`config.mk`:
```
export PLATFORM = sky130hd
export DESIGN_NAME = egress_dispatcher
export DESIGN_NICKNAME = d
export VERILOG_FILES = /design/src/rtl/switch_pkg.sv /design/src/rtl/egress_dispatcher_sync_fifo.sv /design/src/rtl/egress_dispatcher.sv
export SDC_FILE = /design/constraint.sdc
export NUM_CORES = 1
export LEC_CHECK = 0
export CAP_MARGIN = 20
export CORE_MARGIN = 4
export CORE_UTILIZATION = 58
export DETAILED_ROUTE_END_ITERATION = 8
export MAX_ROUTING_LAYER = met4
export PLACE_DENSITY = 0.75
export SLEW_MARGIN = 20
export SYNTH_ARGS = -nofsm -noshare
export SYNTH_HDL_FRONTEND = slang
export SYNTH_SLANG_ARGS = --single-unit
```
`constraint.sdc`:
```
create_clock -name clk -period 16.7 [get_ports clk]
set_input_delay 1.67 -clock clk [delete_from_list [all_inputs] [get_ports clk]]
set_output_delay 1.67 -clock clk [all_outputs]
set_load 0.01 [all_outputs]
```
`src/rtl/switch_pkg.sv`:
```
// Shared types and widths for the switch egress path.
package switch_pkg;

   localparam int PORT_W     = 4;
   localparam int DATA_W     = 128;
   localparam int DROP_CNT_W = 16;

   typedef logic [PORT_W-1:0] port_t;

   typedef struct packed {
      logic [DATA_W-1:0] data;
      port_t             src;
      port_t             dst;
   } egress_entry_t;

endpackage

```
`src/rtl/egress_dispatcher_sync_fifo.sv`:
```
// Synchronous FIFO with a separate occupancy counter; the caller must not
// push when full or pop when empty.
module sync_fifo #(
   parameter int W     = 136,
   parameter int DEPTH = 8
) (
   input  logic                     clk,
   input  logic                     reset,
   input  logic                     push,
   input  logic                     pop,
   input  logic [W-1:0]             wdata,
   output logic [W-1:0]             rdata,
   output logic [$clog2(DEPTH):0]   level,
   output logic                     full,
   output logic                     empty
);

   localparam int PTR_W = $clog2(DEPTH);
   localparam int LVL_W = PTR_W + 1;

   logic [W-1:0]     mem [DEPTH];
   logic [PTR_W-1:0] wr_ptr;
   logic [PTR_W-1:0] rd_ptr;

   // NOTE: storage carries no reset; the level counter alone decides which
   // entries are meaningful, and a resettable array would cost a reset net per bit.
   always_ff @(posedge clk) begin
      if (push) mem[wr_ptr] <= wdata;
   end

   // NOTE: sequential state is updated with non-blocking assignments so every
   // register sees the pre-edge values of its neighbours.
   always_ff @(posedge clk) begin
      if (!reset) begin
         wr_ptr <= '0;
         rd_ptr <= '0;
         level  <= '0;
      end else begin
         if (push) wr_ptr <= wr_ptr + 1'b1;
         if (pop)  rd_ptr <= rd_ptr + 1'b1;
         case ({push, pop})
            2'b10:   level <= level + 1'b1;
            2'b01:   level <= level - 1'b1;
            default: level <= level;
         endcase
      end
   end

   assign rdata = mem[rd_ptr];
   assign full  = (level == LVL_W'(DEPTH));
   assign empty = (level == '0);

endmodule

```
`src/rtl/egress_dispatcher.sv`:
```
// Queues tagged words and presents the head to one of PORTS egress ports.
// Build option: EGRESS_HAIRPIN_EN forwards hairpin words instead of dropping them.
module egress_dispatcher
   import switch_pkg::*;
#(
   parameter int WIDTH = DATA_W,
   parameter int PORTS = 16,
   parameter int DEPTH = 8
) (
   input  logic                    clk,
   input  logic                    reset,
   input  logic                    in_valid,
   output logic                    in_ready,
   input  logic [WIDTH-1:0]        in_data,
   input  port_t                   in_port,
   output logic [PORTS-1:0]        out_valid,
   input  logic [PORTS-1:0]        out_ready,
   output logic [WIDTH-1:0]        out_data,
   output port_t                   out_src,
   output logic [$clog2(DEPTH):0]  fifo_level,
   output logic [DROP_CNT_W-1:0]   drop_count
);

   localparam int ENTRY_W = WIDTH + 2*PORT_W;

   port_t              in_dst;
   logic               accept;
   logic               drop;
   logic               push;
   logic               pop;
   logic               full;
   logic               empty;
   logic [ENTRY_W-1:0] head;
   port_t              head_dst;

   assign in_dst = in_data[WIDTH-1 -: PORT_W];
   assign accept = in_valid && in_ready;

`ifdef EGRESS_HAIRPIN_EN
   assign drop = 1'b0;
`else
   assign drop = (in_dst == in_port);
`endif

   assign push = accept && !drop;

   sync_fifo #(
      .W     (ENTRY_W),
      .DEPTH (DEPTH)
   ) u_fifo (
      .clk   (clk),
      .reset (reset),
      .push  (push),
      .pop   (pop),
      .wdata ({in_data, in_port, in_dst}),
      .rdata (head),
      .level (fifo_level),
      .full  (full),
      .empty (empty)
   );

   // Full refuses input even if the head pops this cycle: no bypass path.
   assign in_ready = !full;
   assign head_dst = head[PORT_W-1:0];

   // NOTE: every output of this block gets a value on every path, so no latch
   // is inferred; the empty case forces zeros so stale storage never leaks.
   always_comb begin
      out_valid = '0;
      out_data  = '0;
      out_src   = '0;
      if (!empty) begin
         out_valid = PORTS'(1) << head_dst;
         out_data  = head[ENTRY_W-1 -: WIDTH];
         out_src   = head[2*PORT_W-1 -: PORT_W];
      end
   end

   assign pop = |(out_valid & out_ready);

   always_ff @(posedge clk) begin
      if (!reset) begin
         drop_count <= '0;
      end else if (accept && drop && (drop_count != '1)) begin
         drop_count <= drop_count + 1'b1;
      end
   end

endmodule

```
==> results summary <==
The flow ran to the end, and the final reports show no timing, DRC or antenna violations. The post-synthesis instance area came out at ~0.042 mm². The aggregate global-route resource usage is 24.5%. STA classifies the critical path endpoint as a primary output. The initial antenna violation count came out at 17. The residual antenna-violating net count after detailed routing is 0. The total design power came out at 7.19 mW.

The cell taking the most area after synthesis is sky130_fd_sc_hd__edfxtp_1. Summing the areas of all xor and xnor instances in the mapped netlist gives less than 1% of the synthesized area. The total number of clock tree sinks is 1085. The count of vias placed by the detailed router came out at 20.1k. The register-to-register setup slack is ~11000 ps. The post-route netlist has 19.6% of its cells at a drive strength greater than 1. At the worst endpoint, the required time is about 15000 ps. The number of filler cells placed in the layout is 4290. In this run, CTS created clock tree buffers numbering ~110. Summing the areas of all compound-gate instances in the mapped netlist gives less than 1% of the synthesized area. The smallest clock period supported by the final layout is computed as between 6000 and 7000 ps. 320 I/O pins were placed. The share of the clock period used by the worst path is about two fifths.

The sum of net half-perimeters after detailed placement came out at about 47 mm. In the routed design, unresolved DRC markers number 0. STA classifies the critical path startpoint as a register. The die footprint came out at between 0.07 and 0.08 mm². The first routing iteration left 1707 violations. The number of placement rows came out at 97. The largest fanout on the critical path came out at about 70. Setup repair after global routing left no endpoint under its margin. After synthesis, the largest family of logic cells by area is multiplexers. The cell depth of the worst flop-to-flop path is 14. The die is 276 µm tall. The number of global-route vias before repair was 21.2k. Leaving out fill and tap cells, the most frequent cell in the layout is sky130_fd_sc_hd__edfxtp_1.

The adder-cell area share of the yosys netlist is 0.228%. The internal portion of total power came out at 5.31 mW. The startpoint identified for the worst hold timing path is u_fifo.rd_ptr[2]. The top cell types in the final layout, fill and taps aside, are 1056 x sky130_fd_sc_hd__edfxtp_1, 319 x sky130_fd_sc_hd__clkdlybuf4s50_1, 262 x sky130_fd_sc_hd__mux4_2. The leakage component of the power came out at 15.1 nW. The uppermost signal routing layer after detailed routing is met4. The register clock-pin slew on the reported worst setup and hold paths is roughly 60 ps. The minimum hold slack came out at 480 ps. The average cell area after synthesis is ~22 µm².

For the pin with the worst max-slew slack, the measured transition is around 1200 ps. The part of the total power dissipated in combinational logic is 22.9%. The count of instances resized after the clock tree is built came out at 0.

The area growth from synthesis to layout is 18.9%. With fillers left out, the area of the finished cells amounts to 0.0495 mm². The routed length on met2 came out at 44.8 mm. By area the synthesized netlist is led by sky130_fd_sc_hd__edfxtp_1 76%, sky130_fd_sc_hd__mux4_2 14%, sky130_fd_sc_hd__mux2i_1 3.2%. The first TritonRoute pass finished after 5 iterations. Data arrives at the worst endpoint at 4900 ps.

The count of final setup violators came out at 0. The first-pass GRT wire length is 134 mm. For the final routed database, the setup TNS stands at 0 ps.

The worst slew slack as a fraction of its limit is 22.0%. The met3 wire length is roughly 6.6 mm. In the synthesized netlist the async set-or-reset flop fraction comes to 0%. The count of nets after finishing came out at around 2.4k. The count of hold buffers inserted by post-cts repair is 0.

The most used flip-flop cell after synthesis is sky130_fd_sc_hd__edfxtp_1. The instance area after placement is 0.0460 mm². The maximum number of buffers from clock root to sink is 3. The placeable core area is between 0.07 and 0.08 mm².

The total power per unit cell area is around 150 mW/mm². The worst voltage drop across the vdd grid came out at 0.117 mV. The count of distinct cell types in the synthesized netlist came out at 52. The worst register-to-register path ends at u_fifo.level[3]. The power share of the clock group is approximately a third. The synthesized netlist cell count came out at 1912. The number of pins with negative max-slew slack in the final report is 0. The proportion of synthesized chip area in sequential cells came out at 77.5%. The floorplan step set the die width to 276 µm. The number of enable flip-flop cells after synthesis is around 1.1k.

The type of the setup path with the least slack is register to primary output. After detailed routing, the number of vias per cell comes to slightly above 6. The number of hold violations in the final report came out at 0. The highest achievable clock rate is 0.152 GHz. The synthesized flop and latch total came out at 1085. Once placement completed, the tool counted placed cells totaling 3106. The share of cell area taken by muxes after synthesis is approximately 18%. At the end of routability-driven placement, the weighted congestion stood at 0.784.

For this run the aggregate overflow at the end of global routing stands at 0. The CTS H-tree depth is 3. The class of the worst hold path is register to register. The count of port buffers added during placement is about 320. The insertion delay of the later-clocked pin in the worst-skew pair came out at 640 ps. The met1 routed wirelength after detailed routing is 36.2 mm. The non-filler instance count after layout came out at 3316. The max-capacitance violation count is 0. After synthesis, the largest area contributor takes up 76.1% of total cell area. TritonCTS built the clock tree. The number of nets produced by synthesis came out at 2070.

The initial cell density of the core is 59.0%. The total of warnings raised by yosys is 0. Buffers added to address setup during post-CTS repair amount to 0.

The switching power came out at 1.88 mW. The pin count of the biggest net entering global routing is 133. The root buffer cell chosen for the clock tree is sky130_fd_sc_hd__clkbuf_16. Dividing the detail-routed wire length by the instance count gives 26.8 µm. The final setup skew is 15.1 ps. Of the total synthesized cell area, the portion taken by AND, OR, NAND and NOR gates is 2.62%.

The switching power share of the total is 26.2%. Counting instances, the worst hold path has a depth of 2. The sequential cell fraction of total power came out at around 44%. The total wire length after detailed routing is slightly below 90 mm.
-- registers in the layout (all words and copies together) (netlist names), named ones only --
signal	flops
u_fifo.rd_ptr	3
u_fifo.mem	1056
drop_count	16
u_fifo.level	4
u_fifo.wr_ptr	3
-- worst max path at each step --
stage	startpoint	end	slack, ps	depth (start not counted)
2_1_floorplan	in_data[125]	u_fifo.mem[0][100]	4680	5
3_3_place_gp	register	out_data[70]	10800	6
3_5_place_dp	register	out_data[71]	10720	6
4_1_cts	register	out_data[109]	10040	6
5_1_grt	register	out_data[109]	9910	6
6_report	register	out_data[70]	10130	6
-- metal layers --
layer  up-vias  global-route usage (%)
li1       8646                       -
met1     10600                    33.2
met2       694                    39.2
met3        95                    5.46
met4         0                    5.42
met5         -                       -
-- cells by family (layout without fill, tap and decap cells) --
kind of cell / count (synthesis) / count (layout)
buffers and inverters: 104 / 550
AO/OA/AOI/OAI: 34 / 34
XOR/XNOR: 21 / 21
other: 0 / 18
adder cells (fa/ha/maj): 7 / 7
flip-flops: 1085 / 1085
AND/OR/NAND/NOR: 258 / 258
multiplexers: 403 / 403
-- power by group through the flow --
| stage | clock network (mW) | registers (mW) | logic (mW) |
|---|---|---|---|
| 3_5_place_dp | 0 | 3.25 | 1.66 |
| 3_3_place_gp | 0 | 3.24 | 1.64 |
| 5_1_grt | 2.52 | 3.20 | 1.77 |
| 4_1_cts | 2.40 | 3.19 | 1.67 |
| 2_1_floorplan | 0 | 3.25 | 0.886 |
| 6_report | 2.36 | 3.19 | 1.65 |
-- area by class of cell --
cell class                 instances  area [µm²]  share of cell area, %
tap                              940        1180                   2.37
inverter                          11        41.3                 0.0834
clock buffer                     132        2790                   5.64
sequential                      1085       32300                   65.2
clock inverter                    59         651                   1.31
timing repair buffer             348        3510                   7.09
multi-input combinational        723        9010                   18.2
antenna                           18        45.0                 0.0909
-- critical path, stage by stage, from the launching register on --
cell	delay, ps
sky130_fd_sc_hd__dfxtp_4	1050
sky130_fd_sc_hd__buf_4	920
sky130_fd_sc_hd__buf_4	840
sky130_fd_sc_hd__mux4_2	360
sky130_fd_sc_hd__mux2i_1	80
sky130_fd_sc_hd__nor2_1	270
sky130_fd_sc_hd__clkdlybuf4s50_1	600
-- cells in the mapped netlist, drive strengths merged, types with 4 or more instances --
cell type and count:
edfxtp 1056, mux4 262, nor2 175, mux2i 135, buf 48, clkbuf 45, nand2 31, dfxtp 29
xnor2 13, a21oi 12, inv 10, nand4 10, nand3 9, nor3 9, xor2 8, nand2b 7
ha 6, mux2 6, a211oi 4, nor4 4, o21ai 4, or3 4
-- stage by stage --
step	util (%)	setup slack [ps]
floorplan	-	4680
global placement	65.1	10800
detailed placement	65.1	10720
CTS	70.0	10040
global route	70.1	9910
finish	70.1	10130
Note: power is estimated with default switching activity, not from simulation.
